### src/rtl/float_to_double.sv
`default_nettype none
// ============================================================================
// Module   : float_to_double
// Purpose  : Sequential IEEE-754 binary32 -> binary64 widening converter.
//            Widening is exact, so there is no rounding. The only multi-cycle
//            work is normalising binary32 subnormals, one bit per clock.
//            Every operand class is staged through CHECK and a final write
//            step in NORM. A normal operand therefore completes two edges
//            after acceptance. A subnormal needing s shifts completes 2+s
//            edges after acceptance.
// Ports    : clk                - clock, rising edge
//            rst_n              - asynchronous active-low reset
//            i_start            - request, sampled only in IDLE or DONE
//            i_float[31:0]      - binary32 operand, latched when accepted
//            o_double[63:0]     - binary64 result, valid while o_done=1
//            o_done             - result valid; cleared by next accept/reset
//            o_busy             - conversion in progress (CHECK or NORM)
//            o_nan_exception    - operand was a signalling NaN
//            o_subnormal_input  - operand was a binary32 subnormal
// Revision : 1.0 - initial release
// ============================================================================
module float_to_double #(
   parameter int EXP_BIAS_64 = 1023,
   parameter int EXP_BIAS_32 = 127
) (
   input  logic        clk,
   input  logic        rst_n,
   input  logic        i_start,
   input  logic [31:0] i_float,
   output logic [63:0] o_double,
   output logic        o_done,
   output logic        o_busy,
   output logic        o_nan_exception,
   output logic        o_subnormal_input
);

   // Exponent offset between the two formats. A subnormal starts one above
   // it, because its implicit exponent is 1-127 rather than 0-127.
   localparam logic [10:0] c_REBIAS  = 11'(EXP_BIAS_64 - EXP_BIAS_32);
   localparam logic [10:0] c_SUB_EXP = c_REBIAS + 11'd1;

   typedef enum logic [1:0] {
      S_IDLE  = 2'd0,
      S_CHECK = 2'd1,
      S_NORM  = 2'd2,
      S_DONE  = 2'd3
   } state_t;

   state_t      r_state;
   state_t      w_next_state;

   logic        r_sign;
   logic [7:0]  r_exp8;
   logic [22:0] r_frac;
   logic [23:0] r_mant;
   logic [10:0] r_xexp;
   logic [63:0] r_double;
   logic        r_done;
   logic        r_nan;
   logic        r_sub;

   logic        w_accept;
   logic        w_exp_zero;
   logic        w_exp_max;
   logic        w_frac_zero;
   logic        w_is_sub;
   logic        w_is_snan;
   logic [10:0] w_norm_exp;
   logic [23:0] w_ld_mant;
   logic [10:0] w_ld_xexp;

   assign w_accept    = i_start && ((r_state == S_IDLE) || (r_state == S_DONE));

   // Classification of the latched operand.
   assign w_exp_zero  = (r_exp8 == 8'h00);
   assign w_exp_max   = (r_exp8 == 8'hFF);
   assign w_frac_zero = (r_frac == 23'h000000);
   assign w_is_sub    = w_exp_zero && !w_frac_zero;
   assign w_is_snan   = w_exp_max && !w_frac_zero && !r_frac[22];
   assign w_norm_exp  = {3'b000, r_exp8} + c_REBIAS;

   // Mantissa/exponent pair loaded in CHECK. Non-subnormal classes get a
   // leading one so the first NORM step writes them straight out; a
   // subnormal gets its raw fraction and is shifted until bit 23 is set.
   always_comb begin
      w_ld_mant = {1'b1, r_frac};
      w_ld_xexp = w_norm_exp;
      if (w_exp_max) begin
         // Infinity has a zero fraction; any NaN gets its quiet bit forced,
         // which leaves a qNaN untouched and quiets an sNaN.
         w_ld_xexp = 11'h7FF;
         w_ld_mant = {1'b1, !w_frac_zero, r_frac[21:0]};
      end else if (w_exp_zero) begin
         if (w_frac_zero) begin
            w_ld_xexp = 11'h000;
            w_ld_mant = {1'b1, 23'h000000};
         end else begin
            w_ld_xexp = c_SUB_EXP;
            w_ld_mant = {1'b0, r_frac};
         end
      end
   end

   // State register.
   always_ff @(posedge clk or negedge rst_n) begin
      if (!rst_n) begin
         r_state <= S_IDLE;
      end else begin
         r_state <= w_next_state;
      end
   end

   // Next-state logic.
   always_comb begin
      w_next_state = r_state;
      case (r_state)
         S_IDLE:  if (i_start)    w_next_state = S_CHECK;
         S_CHECK:                 w_next_state = S_NORM;
         S_NORM:  if (r_mant[23]) w_next_state = S_DONE;
         S_DONE:  if (i_start)    w_next_state = S_CHECK;
         default:                 w_next_state = S_IDLE;
      endcase
   end

   // Datapath and output registers.
   always_ff @(posedge clk or negedge rst_n) begin
      if (!rst_n) begin
         r_sign   <= 1'b0;
         r_exp8   <= 8'h00;
         r_frac   <= 23'h000000;
         r_mant   <= 24'h000000;
         r_xexp   <= 11'h000;
         r_double <= 64'h0;
         r_done   <= 1'b0;
         r_nan    <= 1'b0;
         r_sub    <= 1'b0;
      end else begin
         if (w_accept) begin
            r_sign <= i_float[31];
            r_exp8 <= i_float[30:23];
            r_frac <= i_float[22:0];
            r_done <= 1'b0;
            r_nan  <= 1'b0;
            r_sub  <= 1'b0;
         end
         if (r_state == S_CHECK) begin
            r_mant <= w_ld_mant;
            r_xexp <= w_ld_xexp;
            r_nan  <= w_is_snan;
            r_sub  <= w_is_sub;
         end
         if (r_state == S_NORM) begin
            if (r_mant[23]) begin
               // The leading one is implicit in binary64; drop it.
               r_double <= {r_sign, r_xexp, r_mant[22:0], 29'h0};
               r_done   <= 1'b1;
            end else begin
               // At most 23 shifts, so the exponent never drops below 874.
               r_mant <= {r_mant[22:0], 1'b0};
               r_xexp <= r_xexp - 11'd1;
            end
         end
      end
   end

   assign o_double          = r_double;
   assign o_done            = r_done;
   assign o_busy            = (r_state == S_CHECK) || (r_state == S_NORM);
   assign o_nan_exception   = r_nan;
   assign o_subnormal_input = r_sub;

endmodule
`default_nettype wire
### config.mk
export PLATFORM = sky130hd
export DESIGN_NAME = float_to_double
export DESIGN_NICKNAME = d
export VERILOG_FILES = /design/src/rtl/float_to_double.sv
export SDC_FILE = /design/constraint.sdc
export NUM_CORES = 1
export LEC_CHECK = 0
export CAP_MARGIN = 20
export CORE_UTILIZATION = 57
export CTS_BUF_LIST = sky130_fd_sc_hd__clkbuf_4
export DETAILED_ROUTE_END_ITERATION = 8
export PLACE_DENSITY = 0.88
export SYNTH_ARGS = -nofsm -noshare
export SYNTH_HDL_FRONTEND = slang
export SYNTH_SLANG_ARGS = --single-unit
### constraint.sdc
create_clock -name clk -period 5.6 [get_ports clk]
set_input_delay 0.56 -clock clk [delete_from_list [all_inputs] [get_ports clk]]
set_output_delay 0.56 -clock clk [all_outputs]
set_load 0.05 [all_outputs]
# --- Yosys cells after proc, flatten, opt, wreduce, memory -nomap -nowiden ---
# Cells that the tools add are included.
classes:
  addsub: 2
  eq_ne: 6
  muxes: 21
  reduce_logical: 15
ops:
  columns: ["operator", "n"]
  rows:
  - ["$mux 24", 6]
  - ["$mux 11", 5]
  - ["$logic_not 23->1", 1]
  - ["$add 8x10->11 const B", 1]
  - ["$sub 11x1->11 const B", 1]
  - ["$mux 10", 1]
  - ["$eq 8x8->1 const B", 1]
  - ["$logic_not 8->1", 1]
  - ["$mux 1", 6]
  - ["$pmux 2 s3", 1]
  - ["$eq 2x2->1 const B", 2]
  - ["$logic_and 1x1->1", 4]
  - ["$mux 2", 2]
  - ["$reduce_and 2->1", 2]
  - ["$eq 2x1->1 const B", 1]
  - ["$logic_not 1->1", 2]
  - ["$logic_not 2->1", 1]
  - ["$logic_or 1x1->1", 2]
  - ["$ne 2x1->1 const B", 1]
  - ["$ne 2x2->1 const B", 1]
  - ["$reduce_bool 2->1", 1]
  - ["$reduce_or 2->1", 1]
totals:
  ff_bits: 107
  inputBits: 35
  output_inout_bits: 68
  elab_cells: 54

# --- Logic depth before layout (Yosys ltp) ---
# Gate-level depths: netlist (run 1).
depth:
  word_depth: 7
  depth_mapped: 8
  depth_no_buf: 7

# --- Worst setup path before layout (run 1) ---
# OpenSTA, ideal clock, no wires.
synth_path:
  path_type: "reg-to-reg"
  startpoint: "register r_state[0]"
  endpoint: "register r_double[46] (netlist: o_double[46])"
  setup_ns: 0.125
  arrival_time_ns: 1.736
  t_required_ns: 5.475
  slack_ns: 3.740
  stages_incl_launch_ff: 7
  path_buffers: 2
  synth_period_minus_slack_ns: 1.860
  path_cell_list: "dfrtp_1 inv_1 ha_1 nand2_1 clkbuf_1 buf_1 mux2_2"
synth_between:
  elab_chain_cells: 2
synth_rtl:
  columns: ["element", "line_no", "rtl"]
  rows:
  - ["start: declaration", "49", "state_t r_state;"]
  - ["start signal: assignment", "109", "r_state <= w_next_state;"]
  - ["$eq 2x2->1", "152", "if (r_state == S_NORM) begin"]
  - ["$reduce_and 2->1 (no source line)", null, null]
  - ["end signal: assignment", "155", "r_double <= {r_sign, r_xexp, r_mant[22:0], 29'h0};"]
  - ["end: declaration", "57", "logic [63:0] r_double;"]
# No other way between the ends.
# A chain may end at the register's enable or synchronous reset.

# --- Final worst setup path (run 1) ---
layout_path:
  startpoint: "register r_state[0]"
  endpoint: "output port o_busy"
layout_between:
  elab_chain_cells: 2
  word_cells_on_any_way: 3
layout_rtl:
  columns: ["element", "line_no", "rtl"]
  rows:
  - ["$eq 2x1->1 / $eq 2x2->1 (equally long branches)", "168", "assign o_busy = (r_state == S_CHECK) || (r_state == S_NORM);"]
  - ["$logic_or 1x1->1 *", "168", null]
  - ["end: declaration", "32", "output logic o_busy,"]
# Mark *: on every way between the ends. The rest lies on a longest branch, timed or not.

==> results.json, run 1 <==
{
  "final_min_period_over_clock_period_pct": 48.3,
  "maxSlewHeadroom_pct": 40.0,
  "crit_fanout": 3,
  "p_per_area_nw_per_um2": 643,
  "min_path_type": "input pin to asynchronous set/reset pin",
  "setup_violations": 0,
  "cp-startpoint": "r_state[0]",
  "global_route.usage.total_pct": 23.3,
  "muxShareOfSynthArea_pct": 20.4,
  "timing.critical_path.required_ns": 5.04,
  "critPathSlowestCell": "sky130_fd_sc_hd__clkdlybuf4s50_1",
  "nNetsFinal": 501,
  "placedCellCount": 552,
  "final.setup_skew_ns": 0.0151,
  "cts_sinks": 107,
  "worst_path_most_repeated_cell": "sky130_fd_sc_hd__inv_1",
  "syn_inst_count": 393,
  "rsz_0062_raised_after_global_routing": "no",
  "critical_path_cell_by_cell": "inv_1 > ha_1 > inv_1 > clkdlybuf4s50_1",
  "io_buffers": 73,
  "place_hpwl_microns": 6530,
  "report.final.slew_viol_count": 0,
  "maxClockFrequency_ghz": 0.370,
  "via_per_inst": 5.64,
  "arithmetic_cell_share_of_the_synthesized_area_counting_full_adders_half_adders_and_majority_gates_pct": 1.05,
  "synth_area_leader_cell": "sky130_fd_sc_hd__dfrtp_1",
  "finalHoldViolations": 0,
  "finalWorstSetupSlack_ns": 2.90,
  "share_of_the_synthesized_area_in_compound_gates_ao_oa_aoi_oai_pct": 7.08,
  "vdd_drop_max_v": 0.000492,
  "clock_transition_at_path_regs_ns": 0.16,
  "placement.setup.worst_slack_ns": 2.96,
  "reported_leakage_power_uw": 0.00239,
  "cts_buffers": 9,
  "core_area_sq_um": 7930,
  "yosys-top-cells-area": "sky130_fd_sc_hd__dfrtp_1, sky130_fd_sc_hd__mux2_2, sky130_fd_sc_hd__mux2i_1, sky130_fd_sc_hd__buf_4, sky130_fd_sc_hd__o21ai_0",
  "post_route_total_power_uw": 3610,
  "synthToLayoutAreaGrowth_pct": 17.6,
  "ys_types": 43,
  "timing.rr.end": "r_xexp[7]",
  "worst_r2r_path_depth": 6,
  "die-area_sq_um": 8730,
  "synth_flop_cell": "sky130_fd_sc_hd__dfrtp_1",
  "h-tree-depth": 3,
  "final_layout_size_suffix_gt1_share_pct": 19.9,
  "synthSimpleGateAreaFrac_pct": 8.79,
  "ys_seq_area_share_pct": 56.2,
  "worst_setup_path_end_kind": "output port",
  "cts_hold_buf": 0,
  "maxCapViolCount": 0,
  "element_type_at_the_critical_path_start": "register",
  "worstSetupEndpoint": "o_busy",
  "async_reset_ff_share_pct": 100,
  "detailedRoute.firstPassIterationCount": 5,
  "number_of_global_route_vias_before_repair": 3287,
  "clockBufferDepth": 2,
  "post_synth_instance_area_sq_um": 4770,
  "status": "complete, no violations",
  "setup_tns_ns": 0,
  "die_h_microns": 93.5,
  "yosys.cell_count.top_type": "sky130_fd_sc_hd__dfrtp_1",
  "pin_count": 103,
  "synth-seq-cells": 107,
  "route.detailed.drc": 0,
  "worst_slew_pin_slew_ns": 0.900,
  "postRouteWirelength_microns": 9390,
  "synthDominantCellAreaShare_pct": 56.2,
  "wl_per_cell_microns": 16.5,
  "row_count": 32,
  "critical_path_arrival_ns": 2.14,
  "synth.yosys.warnings": 0,
  "fp.dieW_microns": 93.5,
  "grt_pass1_wl_microns": 15700,
  "cell_at_the_root_of_the_clock_tree": "sky130_fd_sc_hd__clkbuf_4",
  "cts.repair.resized": 0,
  "initial_cell_density_of_the_core_pct": 60.1,
  "xor_and_xnor_area_share_after_synthesis_pct": 0,
  "crit_path_max_incr_delay_ns": 0.80,
  "antenna_violating_nets_post_route": 0,
  "globalRouteOverflowTotal": 0,
  "crit-reg2reg-launch": "r_state[1]",
  "whs_ns": 0.0660,
  "post-route-min-period_ns": 2.70,
  "synth.cells.most_frequent": "sky130_fd_sc_hd__dfrtp_1, sky130_fd_sc_hd__mux2_2, sky130_fd_sc_hd__nand2_1",
  "post_route_non_filler_standard_cell_count": 569,
  "syn_avg_cell_area_sq_um": 12.1,
  "pin_count_of_the_biggest_net_entering_global_routing": 64,
  "r2r_setup_slack_ns": 3.26,
  "cts.repair_timing.setup_buffer_count": 0,
  "drt_iter0_drc": 204,
  "timing.setup.critical_path_class": "register to output port",
  "antenna_found_initial": 0,
  "edff_count_synth": 0,
  "tritoncts_clock_tree": "done",
  "largest_family_of_logic_cells_by_synthesized_area": "multiplexers",
  "antenna_cells": 0,
  "clock_latency_ns": 0.46,
  "routabilityCongestion": 0.813,
  "dr_total_vias": 3210
}
metrics by stage:
stage / cell area [sq um] / utilization, %
6_report: 5610 / 70.8
5_1_grt: 5610 / 70.8
4_1_cts: 5590 / 70.5
3_5_place_dp: 5480 / 69.1
3_3_place_gp: 5480 / 69.1
2_1_floorplan: 4870 / -
layout by cell type, fill, tap and decap left out, types with 2 or more instances in the layout:
| cell type | synthesis | final |
|---|---|---|
| sky130_fd_sc_hd__dfrtp_1 | 107 | 107 |
| sky130_fd_sc_hd__clkdlybuf4s50_1 | 0 | 72 |
| sky130_fd_sc_hd__mux2_2 | 65 | 65 |
| sky130_fd_sc_hd__nand2_1 | 34 | 34 |
| sky130_fd_sc_hd__o21ai_0 | 29 | 29 |
| sky130_fd_sc_hd__conb_1 | 1 | 29 |
| sky130_fd_sc_hd__mux2i_1 | 24 | 24 |
| sky130_fd_sc_hd__nor2_1 | 15 | 15 |
| sky130_fd_sc_hd__clkbuf_4 | 0 | 11 |
| sky130_fd_sc_hd__a21oi_1 | 8 | 8 |
| sky130_fd_sc_hd__nor3_1 | 7 | 7 |
| sky130_fd_sc_hd__inv_1 | 6 | 6 |
| sky130_fd_sc_hd__nor4_1 | 5 | 5 |
| sky130_fd_sc_hd__nand3_1 | 5 | 5 |
| sky130_fd_sc_hd__buf_4 | 29 | 4 |
| sky130_fd_sc_hd__or3_1 | 3 | 3 |
| sky130_fd_sc_hd__or4_1 | 3 | 3 |
| sky130_fd_sc_hd__a211o_1 | 3 | 3 |
| sky130_fd_sc_hd__ha_1 | 4 | 3 |
| sky130_fd_sc_hd__and4_1 | 2 | 2 |
| sky130_fd_sc_hd__nand3b_1 | 2 | 2 |
| sky130_fd_sc_hd__o221a_2 | 2 | 2 |
| sky130_fd_sc_hd__clkinv_2 | 0 | 2 |
layout make-up:
type                    count  area (sq um)
flip-flops and latches    107          2680
fillers                   584          2320
multi-input cells         261          1900
repair buffers             77           771
well taps                 102           128
clock buffers              11          82.6
clock inverters             5          30.0
inverters                   6          22.5
worst min path at each step:
stage / slack, ns / cells after the start / start / to
after floorplan: 0.26 / 0 / rst_n / o_done
after global placement: 0.46 / 2 / o_double[53] / o_double[53]
after detailed placement: 0.47 / 2 / o_double[52] / o_double[52]
after CTS: 0.09 / 1 / rst_n / r_frac[7]
after global routing: 0.11 / 1 / rst_n / r_frac[6]
final: 0.07 / 1 / rst_n / r_frac[6]
sequential cells by signal (all words and copies together), names as in the netlist:
name               count
r_state                2
r_frac                23
r_mant                24
o_subnormal_input      1
r_exp8                 8
r_xexp                11
o_double              35
o_nan_exception        1
r_sign                 1
o_done                 1
power by group:
part / internal [uW] / total [uW] / switching [uW]
clock network: 99.7 / 341 / 241
logic: 766 / 1790 / 1020
registers: 1160 / 1480 / 318
critical path: cells and delay by family (launching register included):
kind	cells	cell delay (ns)
DFF	1	0.41
adders and majority gates	1	0.32
buffers and inverters	3	0.97
cell families (layout without fill, tap and decap cells):
kind of cell	count (synthesis)	after routing
buf+inv	53	99
simple gates	85	85
flops	107	107
compound gates	54	54
other cells	1	29
fa+ha+maj	4	4
mux	89	89
metal layers:
metal / routed length (microns) / vias to the layer above / GRT usage, %
li1: - / 1481 / -
met1: 4100 / 1585 / 30.5
met2: 4590 / 126 / 37.4
met3: 490 / 18 / 4.39
met4: 218 / 0 / 11.4
met5: 0 / - / 0
Note: power is estimated with default switching activity, not from simulation.
==> run 2: changes to the inputs <==
Settings changed: CORE_UTILIZATION 57 to 47, PLACE_DENSITY 0.88 to 0.78.
Clock period 5.6 ns to 2.45 ns, I/O delays scaled along.
==> run 2 against run 1 <==
  * Count of clock-buffer cells in the layout grew 1
  * Worst hold slack better by 0.35 ns
  * Clock power rose by 130%
  * Largest power group unchanged
  * Global-route usage down 3.7 points
  * Highest routed layer unchanged
  * Wire length grew 1.6%
  * Critical path depth rose by 1
==> results.json, run 2 (synthesis results as in run 1) <==
{
  "status": "complete, no violations",
  "worst_setup_path_end_kind": "register",
  "post_route_non_filler_standard_cell_count": 607,
  "maxSlewHeadroom_pct": 42.2,
  "final.setup_skew_ns": 0.0219,
  "placedCellCount": 590,
  "finalWorstSetupSlack_ns": 0.465,
  "grt_pass1_wl_microns": 15800,
  "largest_register_ff_count": 35,
  "cts_sinks": 107,
  "multi_input_comb_area_sq_um": 1900,
  "cts.repair_timing.setup_buffer_count": 0,
  "dr_total_vias": 3192,
  "cts_buffers": 9,
  "rsz_0062_raised_after_global_routing": "no",
  "wl_per_cell_microns": 15.7,
  "timing.critical_path.required_ns": 2.78,
  "report.final.slew_viol_count": 0,
  "placement.setup.worst_slack_ns": 0.479,
  "crit_path_max_incr_delay_ns": 0.42,
  "cell_at_the_root_of_the_clock_tree": "sky130_fd_sc_hd__clkbuf_4",
  "p_per_area_nw_per_um2": 1450,
  "globalRouteOverflowTotal": 0,
  "drt_iter0_drc": 201,
  "core_area_sq_um": 9820,
  "worst_slew_pin_slew_ns": 0.867,
  "synthToLayoutAreaGrowth_pct": 19.7,
  "maxClockFrequency_ghz": 0.504,
  "global_route.usage.total_pct": 19.6,
  "final_min_period_over_clock_period_pct": 81.0,
  "antenna_cells": 0,
  "vdd_drop_max_v": 0.000809,
  "crit_fanout": 6,
  "postLayoutCoreUtil_pct": 58.1,
  "critical_path_arrival_ns": 2.32,
  "fp.dieW_microns": 103,
  "route.detailed.drc": 0,
  "pin_count": 103,
  "nNetsFinal": 508,
  "detailedRoute.firstPassIterationCount": 4,
  "critical_path_cell_by_cell": "nor4_1 > and4_1 > nand3_1 > o31a_1 > a2111o_1",
  "postRouteWirelength_microns": 9540,
  "reported_leakage_power_uw": 0.00244,
  "number_of_global_route_vias_before_repair": 3159,
  "clock_latency_ns": 0.43,
  "final_layout_size_suffix_gt1_share_pct": 20.9,
  "filler_cell_count": 829,
  "timing.setup.critical_path_class": "register to register",
  "antenna_found_initial": 0,
  "maxCapViolCount": 0,
  "clock_transition_at_path_regs_ns": 0.16,
  "setup_violations": 0,
  "pin_count_of_the_biggest_net_entering_global_routing": 72,
  "setup_tns_ns": 0,
  "r2r_setup_slack_ns": 0.46,
  "seq_area_sq_um": 2680,
  "finalHoldViolations": 0,
  "antenna_violating_nets_post_route": 0,
  "layout_common_cells": "sky130_fd_sc_hd__dfrtp_1, sky130_fd_sc_hd__clkdlybuf4s50_1, sky130_fd_sc_hd__mux2_2, sky130_fd_sc_hd__nand2_1",
  "die-area_sq_um": 10600,
  "initial_cell_density_of_the_core_pct": 48.6,
  "routabilityCongestion": 0.832,
  "mostFrequentLayoutCell": "sky130_fd_sc_hd__dfrtp_1",
  "tritoncts_clock_tree": "done",
  "h-tree-depth": 3,
  "post-route-min-period_ns": 1.99,
  "die_h_microns": 103,
  "critPathSlowestCell": "sky130_fd_sc_hd__dfrtp_1",
  "via_per_inst": 5.26,
  "io_buffers": 73,
  "clockBufferDepth": 2,
  "place_hpwl_microns": 6800,
  "min_path_type": "input pin to register",
  "element_type_at_the_critical_path_start": "register",
  "row_count": 36
}
[run 2: layout make-up]
cell class	count	share of cell area (%)
Sequential cell	107	46.9
Multi-Input combinational cell	261	33.2
Timing Repair Buffer	84	14.5
Tap cell	133	2.91
Clock buffer	12	1.58
Clock inverter	4	0.460
Inverter	6	0.394
[run 2: power breakdown]
group          leakage (uW)  switching [uW]  internal, uW  total, uW
Sequential          0.00127             711          2660       3370
Clock             0.0000693             552           246        798
Combinational       0.00110            2340          1790       4130
Total               0.00244            3600          4700       8300
[run 2: final timing paths]
kind / from / end / depth (start not counted)
max in group asynchronous: rst_n / r_frac[19] / 3
max reg2reg: r_frac[6] / r_xexp[9] / 5
min in group asynchronous: rst_n / o_double[57] / 2
max: r_frac[6] / r_xexp[9] / 5
min: i_float[31] / r_sign / 2
min reg2reg: o_double[52] / o_double[52] / 2
[run 2: critical path, delay by kind of cell, from the launching register on]
family,cells,cell delay (ns)
compound gates,2,0.69
flops,1,0.42
simple gates,3,0.78
[run 2: per-layer routing]
layer | GRT usage [%] | part of all wire (%) | vias to the layer above
met4 | 4.95 | 0.66 | 0
met1 | 27.4 | 47 | 1585
met2 | 31.1 | 46 | 118
li1 | - | - | 1483
met5 | 0 | 0 | -
met3 | 4.41 | 6.6 | 6
[run 2: through the flow]
stage | cell area, sq um | total power (uW) | hold WS, ns
4_1_cts | 5710 | 8340 | 0.400
3_5_place_dp | 5580 | 7560 | 0.417
2_1_floorplan | 4870 | 6250 | -0.0506
3_3_place_gp | 5580 | 7410 | 0.415
6_report | 5710 | 8300 | 0.412
5_1_grt | 5710 | 8800 | 0.385
[run 2: repair_timing]
item | 4_1_cts | 5_1_grt
hold endpoints to repair | 68 | 0
setup endpoints to repair | 0 | 1
resized for setup | 0 | 1
hold buffers | 1 | 0
